**src/rtl/cipher_frame_ctrl.sv**
```systemverilog
// rtl/cipher_frame_ctrl.sv - framing front-end for stream_cipher: seed load, payload gating, output re-timing
module cipher_frame_ctrl #(
    parameter int MAX_LEN  = 255,
    parameter int SEED_GAP = 1,
    parameter int LAT      = 2
) (
    input  logic        clk,
    input  logic        rst_n,
    input  logic        s_valid,
    output logic        s_ready,
    input  logic [7:0]  s_data,
    input  logic        s_sof,
    input  logic        s_eof,
    output logic        load_seed,
    output logic [7:0]  seed_in,
    output logic        encrypt_en,
    output logic [7:0]  data_in,
    input  logic [7:0]  cipher_dout,
    output logic        m_valid,
    output logic [7:0]  m_data,
    output logic        m_last,
    output logic [15:0] frame_cnt,
    output logic        err_nosof,
    output logic        err_len
);

    localparam logic [2:0] S_IDLE    = 3'd0;
    localparam logic [2:0] S_GAP     = 3'd1;
    localparam logic [2:0] S_PAYLOAD = 3'd2;
    localparam logic [2:0] S_DISCARD = 3'd3;
    localparam logic [2:0] S_DRAIN   = 3'd4;

    localparam logic [15:0] MAX_LEN_W = 16'(MAX_LEN);
    localparam logic [15:0] GAP_W     = 16'(SEED_GAP);
    localparam logic [15:0] LAT_W     = 16'(LAT);

    logic [2:0]     state;
    logic [15:0]    len;
    logic [15:0]    wait_cnt;
    logic           rdy_en;
    logic [LAT-1:0] en_sr;
    logic [LAT-1:0] last_sr;
    logic           acc;
    logic           pay_acc;
    logic           pay_last;
    logic           len_hit;

    // rdy_en keeps s_ready low while reset is held, independent of the state decode
    assign s_ready    = rdy_en && (state == S_IDLE || state == S_PAYLOAD || state == S_DISCARD);
    assign encrypt_en = en_sr[0];

    always_comb begin
        acc      = s_valid && s_ready;
        len_hit  = (len + 16'd1) == MAX_LEN_W;
        pay_acc  = acc && (state == S_PAYLOAD);
        pay_last = pay_acc && (s_eof || len_hit);
    end

    always_ff @(posedge clk or negedge rst_n) begin
        if (!rst_n) begin
            state     <= S_IDLE;
            len       <= '0;
            wait_cnt  <= '0;
            rdy_en    <= 1'b0;
            en_sr     <= '0;
            last_sr   <= '0;
            load_seed <= 1'b0;
            seed_in   <= '0;
            data_in   <= '0;
            m_valid   <= 1'b0;
            m_data    <= '0;
            m_last    <= 1'b0;
            frame_cnt <= '0;
            err_nosof <= 1'b0;
            err_len   <= 1'b0;
        end else begin
            rdy_en    <= 1'b1;
            load_seed <= 1'b0;
            err_nosof <= 1'b0;
            err_len   <= 1'b0;

            // stage 0 is encrypt_en itself; the final stage feeds m_valid and samples cipher_dout
            en_sr[0]   <= pay_acc;
            last_sr[0] <= pay_last;
            for (int i = 1; i < LAT; i++) begin
                en_sr[i]   <= en_sr[i-1];
                last_sr[i] <= last_sr[i-1];
            end
            if (pay_acc) begin
                data_in <= s_data;
            end
            m_valid <= en_sr[LAT-1];
            m_last  <= en_sr[LAT-1] && last_sr[LAT-1];
            if (en_sr[LAT-1]) begin
                m_data <= cipher_dout;
            end

            case (state)
                S_IDLE: begin
                    if (acc) begin
                        if (s_sof) begin
                            seed_in   <= s_data;
                            load_seed <= 1'b1;
                            len       <= '0;
                            wait_cnt  <= '0;
                            if (s_eof) begin
                                frame_cnt <= frame_cnt + 16'd1;
                                state     <= S_DRAIN;
                            end else begin
                                state <= S_GAP;
                            end
                        end else begin
                            err_nosof <= 1'b1;
                        end
                    end
                end
                S_GAP: begin
                    if (wait_cnt == GAP_W) begin
                        state <= S_PAYLOAD;
                    end else begin
                        wait_cnt <= wait_cnt + 16'd1;
                    end
                end
                S_PAYLOAD: begin
                    if (acc) begin
                        len <= len + 16'd1;
                        if (s_eof) begin
                            frame_cnt <= frame_cnt + 16'd1;
                            wait_cnt  <= '0;
                            state     <= S_DRAIN;
                        end else if (len_hit) begin
                            err_len   <= 1'b1;
                            frame_cnt <= frame_cnt + 16'd1;
                            state     <= S_DISCARD;
                        end
                    end
                end
                S_DISCARD: begin
                    if (acc && s_eof) begin
                        wait_cnt <= '0;
                        state    <= S_DRAIN;
                    end
                end
                S_DRAIN: begin
                    if (wait_cnt == LAT_W) begin
                        state <= S_IDLE;
                    end else begin
                        wait_cnt <= wait_cnt + 16'd1;
                    end
                end
                default: state <= S_IDLE;
            endcase
        end
    end

endmodule

```
**config.mk**
```make
export PLATFORM = sky130hd
export DESIGN_NAME = cipher_frame_ctrl
export DESIGN_NICKNAME = d
export VERILOG_FILES = /design/src/rtl/cipher_frame_ctrl.sv
export SDC_FILE = /design/constraint.sdc
export NUM_CORES = 1
export LEC_CHECK = 0
export ABC_AREA = 0
export CAP_MARGIN = 20
export CORE_UTILIZATION = 63
export CTS_BUF_LIST = sky130_fd_sc_hd__clkbuf_4 sky130_fd_sc_hd__clkbuf_8 sky130_fd_sc_hd__clkbuf_16
export CTS_CLUSTER_SIZE = 24
export DETAILED_ROUTE_END_ITERATION = 8
export DONT_BUFFER_PORTS = 1
export HOLD_SLACK_MARGIN = 0.08
export PLACE_DENSITY = 0.79
export SLEW_MARGIN = 40
export SYNTH_ARGS = -nofsm -noshare
export SYNTH_HDL_FRONTEND = slang
export SYNTH_SLANG_ARGS = --single-unit
```
**constraint.sdc**
```tcl
create_clock -name clk -period 3.28 [get_ports clk]
set_input_delay 0.656 -clock clk [delete_from_list [all_inputs] [get_ports clk]]
set_output_delay 0.656 -clock clk [all_outputs]
set_load 0.005 [all_outputs]
```
* After elaboration in Yosys (flattened, before gate mapping) *
Cells that the tools add are included.

storage, ports and cells
  flip-flop bits (word level) = 85
  latch bits = 0
  bits in writable memories = 0
  bits in read-only memories = 0
  bits of input ports = 21
  logic and storage cells = 90
  memories = 0

operators by class
  add/subtract/negate cells = 3
  $mul = 0
  divide/modulo/power cells = 0
  $lt $le $gt $ge = 0
  equality and inequality tests = 18
  shifts and indexed selects = 0
  muxes and demuxes = 37
  bitwise gates (word level) = 0
  reduce and logical (&&, ||, !) cells = 17

operator list
  kind                   count
  $mux 16                14
  $pmux 16 s5            1
  $pmux 16 s2            2
  $add 16x1->16 const B  3
  $mux 3                 9
  $ne 2x2->1 const B     9
  $eq 16x1->1 const B    1
  $eq 16x2->1 const B    1
  $eq 16x8->1 const B    1
  $pmux 3 s5             1
  $mux 1                 10
  $reduce_and 8->1       1
  $reduce_and 7->1       1
  $eq 3x2->1 const B     2
  $logic_and 1x1->1      6
  $reduce_and 6->1       1
  $reduce_bool 5->1      1
  $reduce_and 4->1       1
  $eq 3x1->1 const B     1
  $eq 3x3->1 const B     1
  $logic_not 3->1        1
  $logic_or 1x1->1       3
  $ne 3x3->1 const B     1
  $reduce_and 3->1       1
  other kinds (2)        2

* Longest topological paths before layout *
Gate-level depths: netlist (run 1).

  depth after elaboration = 8
  mapped depth = 10
  depth with buffers taken out = 8

* Worst setup path after synthesis (run 1) *
No wires, ideal clock.

  path kind = reg2reg
  from = reg len[0]
  to = reg frame_cnt[13]
  setup time = 0.144 ns
  arrival = 2.325 ns
  required time = 3.136 ns
  slack = 0.811 ns
  cell stages (with the launch flop) = 10
  cell sequence = dfrtp_1 -> ha_1 -> buf_2 -> nand4_2 -> nor4_4 -> nand3_1 -> a22oi_2 -> nand4_4 -> a2111oi_1 -> xor2_1

between the ends
  longest elaborated chain between the ends = 4

RTL lines
  item                               line  RTL
  from (decl)                        38    logic [15:0] len;
  from (signal assigned)             126   len <= len + 16'd1;
  $add 16x1->16                      54    len_hit = (len + 16'd1) == MAX_LEN_W;
  $eq 16x8->1                        54
  $ne 3x3->1 (no source line)        --
  $reduce_and 6->1 (no source line)  --
  to (signal assigned)               107   frame_cnt <= frame_cnt + 16'd1;
  to (signal assigned)               128   frame_cnt <= frame_cnt + 16'd1;
  to (signal assigned)               133   frame_cnt <= frame_cnt + 16'd1;
  to (decl)                          22    output logic [15:0] frame_cnt,

No other way between the ends.
A chain may end at the register's enable or synchronous reset.

* Final worst setup path (run 1) *
  from = reg len[0]
  to = reg frame_cnt[11]

The elaborated chain is that of the path after synthesis.

==> results of run 1 <==
[how the worst max path moves through the flow]
stage            from       endpoint  slack [ps]
5_1_grt        len[1]  frame_cnt[11]          90
2_1_floorplan  len[0]  frame_cnt[13]         810
3_5_place_dp   len[0]  frame_cnt[13]         250
3_3_place_gp   len[0]  frame_cnt[13]         460
6_report       len[0]  frame_cnt[11]         260
4_1_cts        len[0]  frame_cnt[13]         210
[kinds of logic after synthesis]
| family | Yosys count |
|---|---|
| AOI/OAI and AO/OA | 90 |
| and+or+nand+nor | 201 |
| DFF | 85 |
| other | 1 |
| xor gates and xnor gates | 25 |
| muxes | 11 |
| adders and majority gates | 6 |
| buffers and inverters | 30 |
[timing repair]
| item | 4_1_cts | 5_1_grt |
|---|---|---|
| hold buffers | 1 | 0 |
| hold endpoints to repair | 85 | 0 |
| setup endpoints to repair | 0 | 1 |
| resized for setup | 0 | 2 |
[sequential cells by signal (all words and copies together), names as in the netlist, 2 cells and up]
signal     count
en_sr          2
seed_in        8
len           16
state          3
m_data         8
wait_cnt      16
data_in        8
frame_cnt     16
last_sr        2
[final cells by class]
| type | count | area (um^2) |
|---|---|---|
| Multi-Input combinational cell | 334 | 2033 |
| Sequential cell | 85 | 2127 |
| Clock inverter | 7 | 86.33 |
| Tap cell | 77 | 96.34 |
| Clock buffer | 9 | 123.9 |
| Fill cell | 472 | 1901 |
| Timing Repair Buffer | 3 | 42.54 |
| Inverter | 13 | 48.80 |
[placed cells by master, fill, tap and decap left out, drive strengths merged, types with 4 or more instances in the layout]
| master | Yosys | final |
|---|---|---|
| dfrtp | 85 | 85 |
| nand2 | 84 | 84 |
| o21ai | 32 | 32 |
| nor2 | 31 | 31 |
| nand3 | 23 | 23 |
| a21oi | 16 | 16 |
| inv | 11 | 16 |
| xor2 | 13 | 13 |
| nor4 | 13 | 13 |
| xnor2 | 12 | 12 |
| o31ai | 11 | 11 |
| mux2 | 10 | 10 |
| nor3 | 9 | 9 |
| clkbuf | 12 | 9 |
| nand4 | 8 | 8 |
| nand2b | 7 | 7 |
| and3 | 6 | 6 |
| ha | 6 | 6 |
| nor2b | 5 | 5 |
| and2 | 5 | 5 |
| a31oi | 4 | 4 |
| a21o | 4 | 4 |
| a2111oi | 4 | 4 |
| a211oi | 4 | 4 |
[Yosys cell counts, drive strengths merged, types with 7 or more instances]
| library cell | instances | area (um^2) |
|---|---|---|
| nor2 | 31 | 116.4 |
| o31ai | 11 | 82.58 |
| nand3 | 23 | 120.1 |
| nand2b | 7 | 43.79 |
| inv | 11 | 41.29 |
| dfrtp | 85 | 2127 |
| clkbuf | 12 | 45.04 |
| o21ai | 32 | 160.2 |
| xnor2 | 12 | 105.1 |
| nand4 | 8 | 71.32 |
| xor2 | 13 | 113.9 |
| mux2 | 10 | 112.6 |
| nor3 | 9 | 45.04 |
| nor4 | 13 | 117.6 |
| a21oi | 16 | 80.08 |
| nand2 | 84 | 317.8 |
[routing by layer]
metal | wire (um) | part of all wire | up-vias
met5 | 0 | 0 | -
met4 | 248 | 0.028 | 0
met3 | 530 | 0.060 | 22
met2 | 4176 | 0.47 | 93
met1 | 3887 | 0.44 | 1565
li1 | - | - | 1572
[power groups by stage]
stage	combinational, mW	clock, mW	sequential (mW)
5_1_grt	0.704	0.847	1.54
2_1_floorplan	0.515	0	1.44
3_5_place_dp	0.587	0	1.52
4_1_cts	0.616	0.806	1.50
6_report	0.612	0.792	1.50
3_3_place_gp	0.556	0	1.51
[worst max-delay path, stage by stage (launching register included)]
cell,delay (ps)
dfrtp_1,470
ha_2,310
nand4_2,230
nor4_4,450
nand3_1,150
a22oi_2,280
nand4_4,310
a2111oi_1,540
xor2_1,190
[metrics by stage]
stage / utilization / area [um^2] / hold WS (ps)
after floorplan: - / 4277 / 331.2
after global placement: 0.6678 / 4313 / 336.3
after detailed placement: 0.6678 / 4313 / 334.7
after CTS: 0.7046 / 4551 / 197.0
after global routing: 0.7057 / 4558 / 207.3
final: 0.7057 / 4558 / 182.4
==> flow_summary.toml, run 1 <==
[setup_path]
required_ps = 3570
worstSetupPathType = "flop to flop"
r2r_end = "frame_cnt[11]"
crit_fanout = 16
r2r_cells = 8
crit_arrival_ps = 3310
startpoint_type = "flop"
worstReg2RegStart = "len[0]"
cp-end-kind = "flop"
r2r_slack_ps = 260

[drt]
vias = 3252
dr.pass1.iters = 7
ant_nets = 0
detail_route.vias_per_cell = 6.159
drt-total-wl_um = 8842
routedWlPerCell_um = 16.75
remaining_drc_errors = 5
drt_iter0_drc = 179

[power_and_ir_drop]
internal-power_mw = 1.877
power_mw = 2.907
power_density_nw_per_um2 = 637.7
ir_drop_mv = 0.3792
clockPowerShare = 0.272
p_leak_nw = 2.031
switching_share = 0.3543
pwr-share-comb = 0.210
p_seq_frac = 0.517
p_sw_mw = 1.030

[run_status]
violations = "design-rule violations"
outcome = "finished with violations"

[hold_path]
hold_class = "primary input to asynchronous set/reset pin"

[clock_tree]
clock_sinks = 85
htreeDepth = 3
cts_tree = "done"
clock_latency_ps = 370
clk_pin_slew_ps = 90
numCtsBuffers = 9
cts_buffer_depth = 2
root_buffer = "clkbuf_8"
cts_setup_buffers = 0

[grt]
antenna_found_initial = 0
grt.met3_usage = 0.07473
grt_pass1_vias = 3249
grt_first_pass_wirelength_um = 15080
grt_max_degree = 86
grt_use_total = 0.2699
grt.met1_usage = 0.3402
grt-busiest-layer = "met2"
met2_usage = 0.4285
grt_overflow = 0

[sta]
post-route-period-util = 0.9197
fin_skew_ps = 9.253
max_freq_mhz = 331.5
finalHoldViolations = 0
relSlewSlack = 0.5317
setup_viol = 0
tightest_slew_ps = 700.5
post-route-min-period_ps = 3017
fin_tns_setup_ps = 0
rsz0062_at_grt = "no"
fin_ws_ps = 263.5
final_max_slew_viol_count = 0

[floorplan]
core_um2 = 6459
io_pins = 68
start_util = 0.6621
rows = 29
die-area_um2 = 7122
die_y_um = 84.39
die_w_um = 84.39

[yosys]
syn_area_um2 = 4277
synth_adder_area_share = 0.01755
synth_xor_area_frac = 0.05120
muxShareOfSynthArea = 0.02867
synth_compound_area_frac = 0.1407
synthSimpleGateAreaFrac = 0.2346
syn_avg_cell_area_um2 = 9.525
yosysUniqueCellTypes = 55
synthesis.nets = 476
synth_warnings = 0
synthArstFlopShare = 1.000
yosys_most_used_dff = "dfrtp_1"
syn_inst = 449
synth_top_family_by_area = "simple AND/OR/NAND/NOR gates"
synth_edf_count = 0
ys_seq_elements = 85
ys_seq_area_frac = 0.4974

[finish]
drive_above_1_share = 0.1064
synthToLayoutAreaGrowth_pct = 6.583
n_antenna_cell = 0
finalNonFillerCells = 528
fin_nets = 473

[run]
cap_viol_max_count = 0

[placed_design]
dp_hpwl_um = 5845
placed_cells = 511
port_buffers = 0
dp_slack_ps = 245.9
routabilityCongestion = 0.8262
(Power assumes the default switching activity.)
==> run 2: changes to the inputs <==
--- a/config.mk
+++ b/config.mk
@@ -6,6 +6,7 @@
 export NUM_CORES = 1
 export LEC_CHECK = 0
 export ABC_AREA = 0
+export ABC_CLOCK_PERIOD_IN_PS = 3280
 export CAP_MARGIN = 20
 export CORE_UTILIZATION = 63
 export CTS_BUF_LIST = sky130_fd_sc_hd__clkbuf_4 sky130_fd_sc_hd__clkbuf_8 sky130_fd_sc_hd__clkbuf_16
@@ -14,6 +15,7 @@
 export DONT_BUFFER_PORTS = 1
 export HOLD_SLACK_MARGIN = 0.08
 export PLACE_DENSITY = 0.79
+export REMOVE_ABC_BUFFERS = 1
 export SLEW_MARGIN = 40
 export SYNTH_ARGS = -nofsm -noshare
 export SYNTH_HDL_FRONTEND = slang
==> flow_summary.toml, run 2 (same netlist as run 1, synthesis figures left out) <==
[finish]
n_antenna_cell = 0
fin_nets = 475
final_cell_mix = "dfrtp_1 (85), nand2_1 (83), o21ai_0 (32)"
reg_top3 = "frame_cnt (16), len (16), wait_cnt (16)"
stdcell_area_um2 = 4531
drive_above_1_share = 0.1084
synthToLayoutAreaGrowth_pct = 5.939
final_common_cell = "dfrtp_1"

[power_and_ir_drop]
power_density_nw_per_um2 = 608.4
p_leak_nw = 2.015
ir_drop_mv = 0.3956

[floorplan]
rows = 29
die_y_um = 84.39
start_util = 0.6621
io_pins = 68
core_um2 = 6459
die_w_um = 84.39
die-area_um2 = 7122

[clock_tree]
cts_tree = "done"
root_buffer = "clkbuf_8"
htreeDepth = 3
clk_pin_slew_ps = 80
clock_sinks = 85
clock_latency_ps = 350
cts_buffer_depth = 2
numCtsBuffers = 9

[placed_design]
port_buffers = 0
place_area_um2 = 4328
dp_hpwl_um = 5692
routabilityCongestion = 0.8845

[sta]
tightest_slew_ps = 611.2
setup_viol = 0
fin_tns_setup_ps = 0
max_freq_mhz = 341.0
rsz0062_at_grt = "no"
post-route-period-util = 0.8940
fin_skew_ps = 9.292
worst_hold_slack_ps = 193.2
post-route-min-period_ps = 2932
final_max_slew_viol_count = 0
finalHoldViolations = 0
relSlewSlack = 0.5894

[drt]
vias = 3230
remaining_drc_errors = 10
drt_iter0_drc = 178
routedWlPerCell_um = 15.96
detail_route.vias_per_cell = 6.106
ant_nets = 0
dr.pass1.iters = 7
drt-total-wl_um = 8442

[setup_path]
cp-end-kind = "flop"
required_ps = 3550
startpoint_type = "flop"
crit_fanout = 16
crit_arrival_ps = 3200
worstSetupPathType = "flop to flop"

[run]
cap_viol_max_count = 0

[hold_path]
hold_class = "primary input to asynchronous set/reset pin"

[grt]
grt_pass1_vias = 3170
grt_first_pass_wirelength_um = 14750
grt_use_total = 0.2581
grt_overflow = 0
grt_max_degree = 86
antenna_found_initial = 0

[run_status]
violations = "design-rule violations"
outcome = "finished with violations"
## run 2: final cells by class
class | instances | area [um^2]
Clock buffer | 9 | 123.9
Clock inverter | 6 | 41.29
Sequential cell | 85 | 2127
Multi-Input combinational cell | 334 | 2036
Inverter | 13 | 48.80
Fill cell | 495 | 1928
Timing Repair Buffer | 5 | 57.56
Tap cell | 77 | 96.34
## run 2: metal layers
layer  part of all wire  routed length, um  track usage  vias up
met4              0.014                118      0.07858        0
met2               0.46               3843       0.4158       88
li1                   -                  -            -     1569
met5                  0                  0            0        -
met3              0.060                509      0.07276       14
met1               0.47               3970       0.3436     1559
## run 2: power by group
| part | internal (mW) | leakage (nW) | switching (mW) |
|---|---|---|---|
| sequential | 1.26 | 1.13 | 0.233 |
| clock | 0.269 | 0.0771 | 0.368 |
| combinational | 0.255 | 0.813 | 0.372 |
| total | 1.78 | 2.02 | 0.973 |
## run 2: timing repair
| item | CTS | global route |
|---|---|---|
| buffers inserted | 0 | 0 |
| hold buffers | 1 | 0 |
| endpoints found under the hold margin | 85 | 0 |
| setup endpoints to repair | 0 | 1 |
| gates resized for setup | 0 | 2 |
## run 2: worst paths after layout
path	from	end	slack, ps	depth (start not counted)
setup / recovery	len[0]	frame_cnt[11]	350	8
hold / removal	rst_n	seed_in[0]	190	1
setup reg to reg	len[0]	frame_cnt[11]	350	8
hold reg to reg	last_sr[0]	last_sr[1]	350	0
max in group asynchronous	rst_n	wait_cnt[0]	2760	1
min in group clk	last_sr[0]	last_sr[1]	350	0
## run 2: through the flow
step             util  std cells  setup WS [ps]  total power, mW
3_5_place_dp   0.6701        513          285.6            2.108
4_1_cts        0.6999        529          265.2            2.777
5_1_grt        0.7015        529          90.98            2.953
3_3_place_gp   0.6701        513          471.3            2.073
2_1_floorplan       -        432          423.5            1.926
6_report       0.7015        529          347.6            2.756
## run 2: critical path, stage by stage (launching register included)
cell	delay [ps]
dfrtp_1	460
ha_1	340
nand4_2	250
nor4_4	430
nand3_1	150
a22oi_2	280
nand4_4	320
a2111oi_2	430
xor2_1	180
==> run 3: changes to the inputs <==
--- a/config.mk
+++ b/config.mk
@@ -6,7 +6,7 @@
 export NUM_CORES = 1
 export LEC_CHECK = 0
 export ABC_AREA = 0
-export ABC_CLOCK_PERIOD_IN_PS = 3280
+export ABC_CLOCK_PERIOD_IN_PS = 3200
 export CAP_MARGIN = 20
 export CORE_UTILIZATION = 63
 export CTS_BUF_LIST = sky130_fd_sc_hd__clkbuf_4 sky130_fd_sc_hd__clkbuf_8 sky130_fd_sc_hd__clkbuf_16
==> constraint.sdc (replaced) <==
create_clock -name clk -period 3.2 [get_ports clk]
set_input_delay 0.64 -clock clk [delete_from_list [all_inputs] [get_ports clk]]
set_output_delay 0.64 -clock clk [all_outputs]
set_load 0.005 [all_outputs]
==> flow_summary.toml, run 3 (same netlist as run 1, synthesis figures left out) <==
[run_status]
outcome = "finished with violations"
violations = "design-rule violations"

[drt]
drt_iter0_drc = 227
remaining_drc_errors = 10
vias = 3317
dr.pass1.iters = 7
routedWlPerCell_um = 16.46
detail_route.vias_per_cell = 6.258
ant_nets = 0
drt-total-wl_um = 8725

[sta]
post-route-min-period_ps = 2916
final_max_slew_viol_count = 0
fin_tns_setup_ps = 0
rsz0062_at_grt = "no"
finalHoldViolations = 0
relSlewSlack = 0.5517
tightest_slew_ps = 667.4
post-route-period-util = 0.9111
fin_skew_ps = 12.36
setup_viol = 0
max_freq_mhz = 343.0

[floorplan]
rows = 29
io_pins = 68
die_y_um = 84.39
die-area_um2 = 7122
core_um2 = 6459
die_w_um = 84.39
start_util = 0.6621

[placed_design]
dp_hpwl_um = 5806
port_buffers = 0
routabilityCongestion = 0.8879
placed_cells = 513

[finish]
synthToLayoutAreaGrowth_pct = 6.846
reg_top3 = "frame_cnt (16), len (16), wait_cnt (16)"
final_common_cell = "dfrtp_1"
n_antenna_cell = 0
finalNonFillerCells = 530
final_cell_mix = "dfrtp_1 (85), nand2_1 (83), o21ai_0 (32)"
drive_above_1_share = 0.1104
fin_nets = 475
fill_cells = 471

[setup_path]
r2r_cells = 8
worstReg2RegStart = "len[0]"
worstSetupPathType = "flop to flop"
cp-end-kind = "flop"
r2r_slack_ps = 280
crit_slowest_cell = "dfrtp_1"
startpoint_type = "flop"
critPathTopFamily = "simple AND/OR/NAND/NOR gates"
required_ps = 3480
crit_arrival_ps = 3190
cpPeakStageDelay_ps = 460
crit_chain = "ha_1, nand4_2, nor4_4, nand4_1, a22oi_2, nand4_4, a2111oi_2, xor2_1"
crit_fanout = 16
r2r_end = "frame_cnt[13]"
path_buf_inv = 0

[clock_tree]
cts_tree = "done"
clock_latency_ps = 350
numCtsBuffers = 9
cts_setup_buffers = 0
htreeDepth = 3
clock_sinks = 85
cts_buffer_depth = 2
clk_pin_slew_ps = 90
root_buffer = "clkbuf_8"

[hold_path]
hold_class = "primary input to asynchronous set/reset pin"

[power_and_ir_drop]
internal-power_mw = 1.926
power_density_nw_per_um2 = 641.5
ir_drop_mv = 0.4032
pwr-share-comb = 0.218
clockPowerShare = 0.261
p_leak_nw = 2.039
p_seq_frac = 0.522
switching_share = 0.3429
p_sw_mw = 1.005

[grt]
grt_first_pass_wirelength_um = 15010
grt_overflow = 0
grt_use_total = 0.2646
grt_pass1_vias = 3190
antenna_found_initial = 0
grt_max_degree = 86

[run]
cap_viol_max_count = 0
[run 3: cell types whose count changed in the layout (fill, tap and decap cells not counted), sizes merged]
cell / before / now
bufinv: 0 / 1
clkinvlp: 3 / 1
inv: 11 / 12
clkbuf: 9 / 10
[run 3: layout make-up]
class | count | area (um^2) | area share
clock buffers | 10 | 131.4 | 0.02875
clock inverters | 6 | 72.57 | 0.01588
inverters | 13 | 48.80 | 0.01068
multi-input cells | 334 | 2036 | 0.4455
flip-flops and latches | 85 | 2127 | 0.4655
well taps | 77 | 96.34 | 0.02108
repair buffers | 5 | 57.56 | 0.01260
[run 3: worst max-delay path by stage]
| stage | depth (start not counted) | endpoint | slack, ps | from |
|---|---|---|---|---|
| floorplan | 7 | frame_cnt[11] | 360 | s_valid |
| finish | 8 | frame_cnt[13] | 280 | len[0] |
| CTS | 8 | frame_cnt[13] | 130 | len[0] |
| detailed placement | 8 | frame_cnt[13] | 150 | len[0] |
| global placement | 8 | frame_cnt[11] | 390 | len[0] |
| global route | 8 | frame_cnt[14] | 40 | len[0] |
[run 3: power groups by stage]
stage	clock network, mW	logic (mW)	registers, mW
floorplan	0	0.474	1.50
global placement	0	0.589	1.54
detailed placement	0	0.609	1.55
CTS	0.780	0.638	1.53
global route	0.827	0.743	1.56
finish	0.764	0.638	1.53
[run 3: timing repair]
item	in CTS	in global routing
hold endpoints to repair	85	0
resized for setup	0	2
hold buffers	1	0
setup endpoints to repair	0	2
[run 3: through the flow]
step | setup WS [ps] | area [um^2] | util | total power, mW | hold WS, ps
finish | 284.4 | 4569 | 0.7075 | 2.931 | 182.7
detailed placement | 151.9 | 4328 | 0.6701 | 2.157 | 334.7
global placement | 394.1 | 4328 | 0.6701 | 2.125 | 336.4
floorplan | 359.5 | 4202 | - | 1.974 | 331.2
CTS | 128.3 | 4559 | 0.7059 | 2.944 | 196.3
global route | 41.76 | 4569 | 0.7075 | 3.135 | 201.7
[run 3: metal layers]
metal / vias to the layer above / share of wire / track usage
met5: - / 0 / 0
met4: 0 / 0.012 / 0.1032
met3: 14 / 0.072 / 0.07276
met2: 121 / 0.47 / 0.4165
met1: 1606 / 0.45 / 0.3524
li1: 1576 / - / -
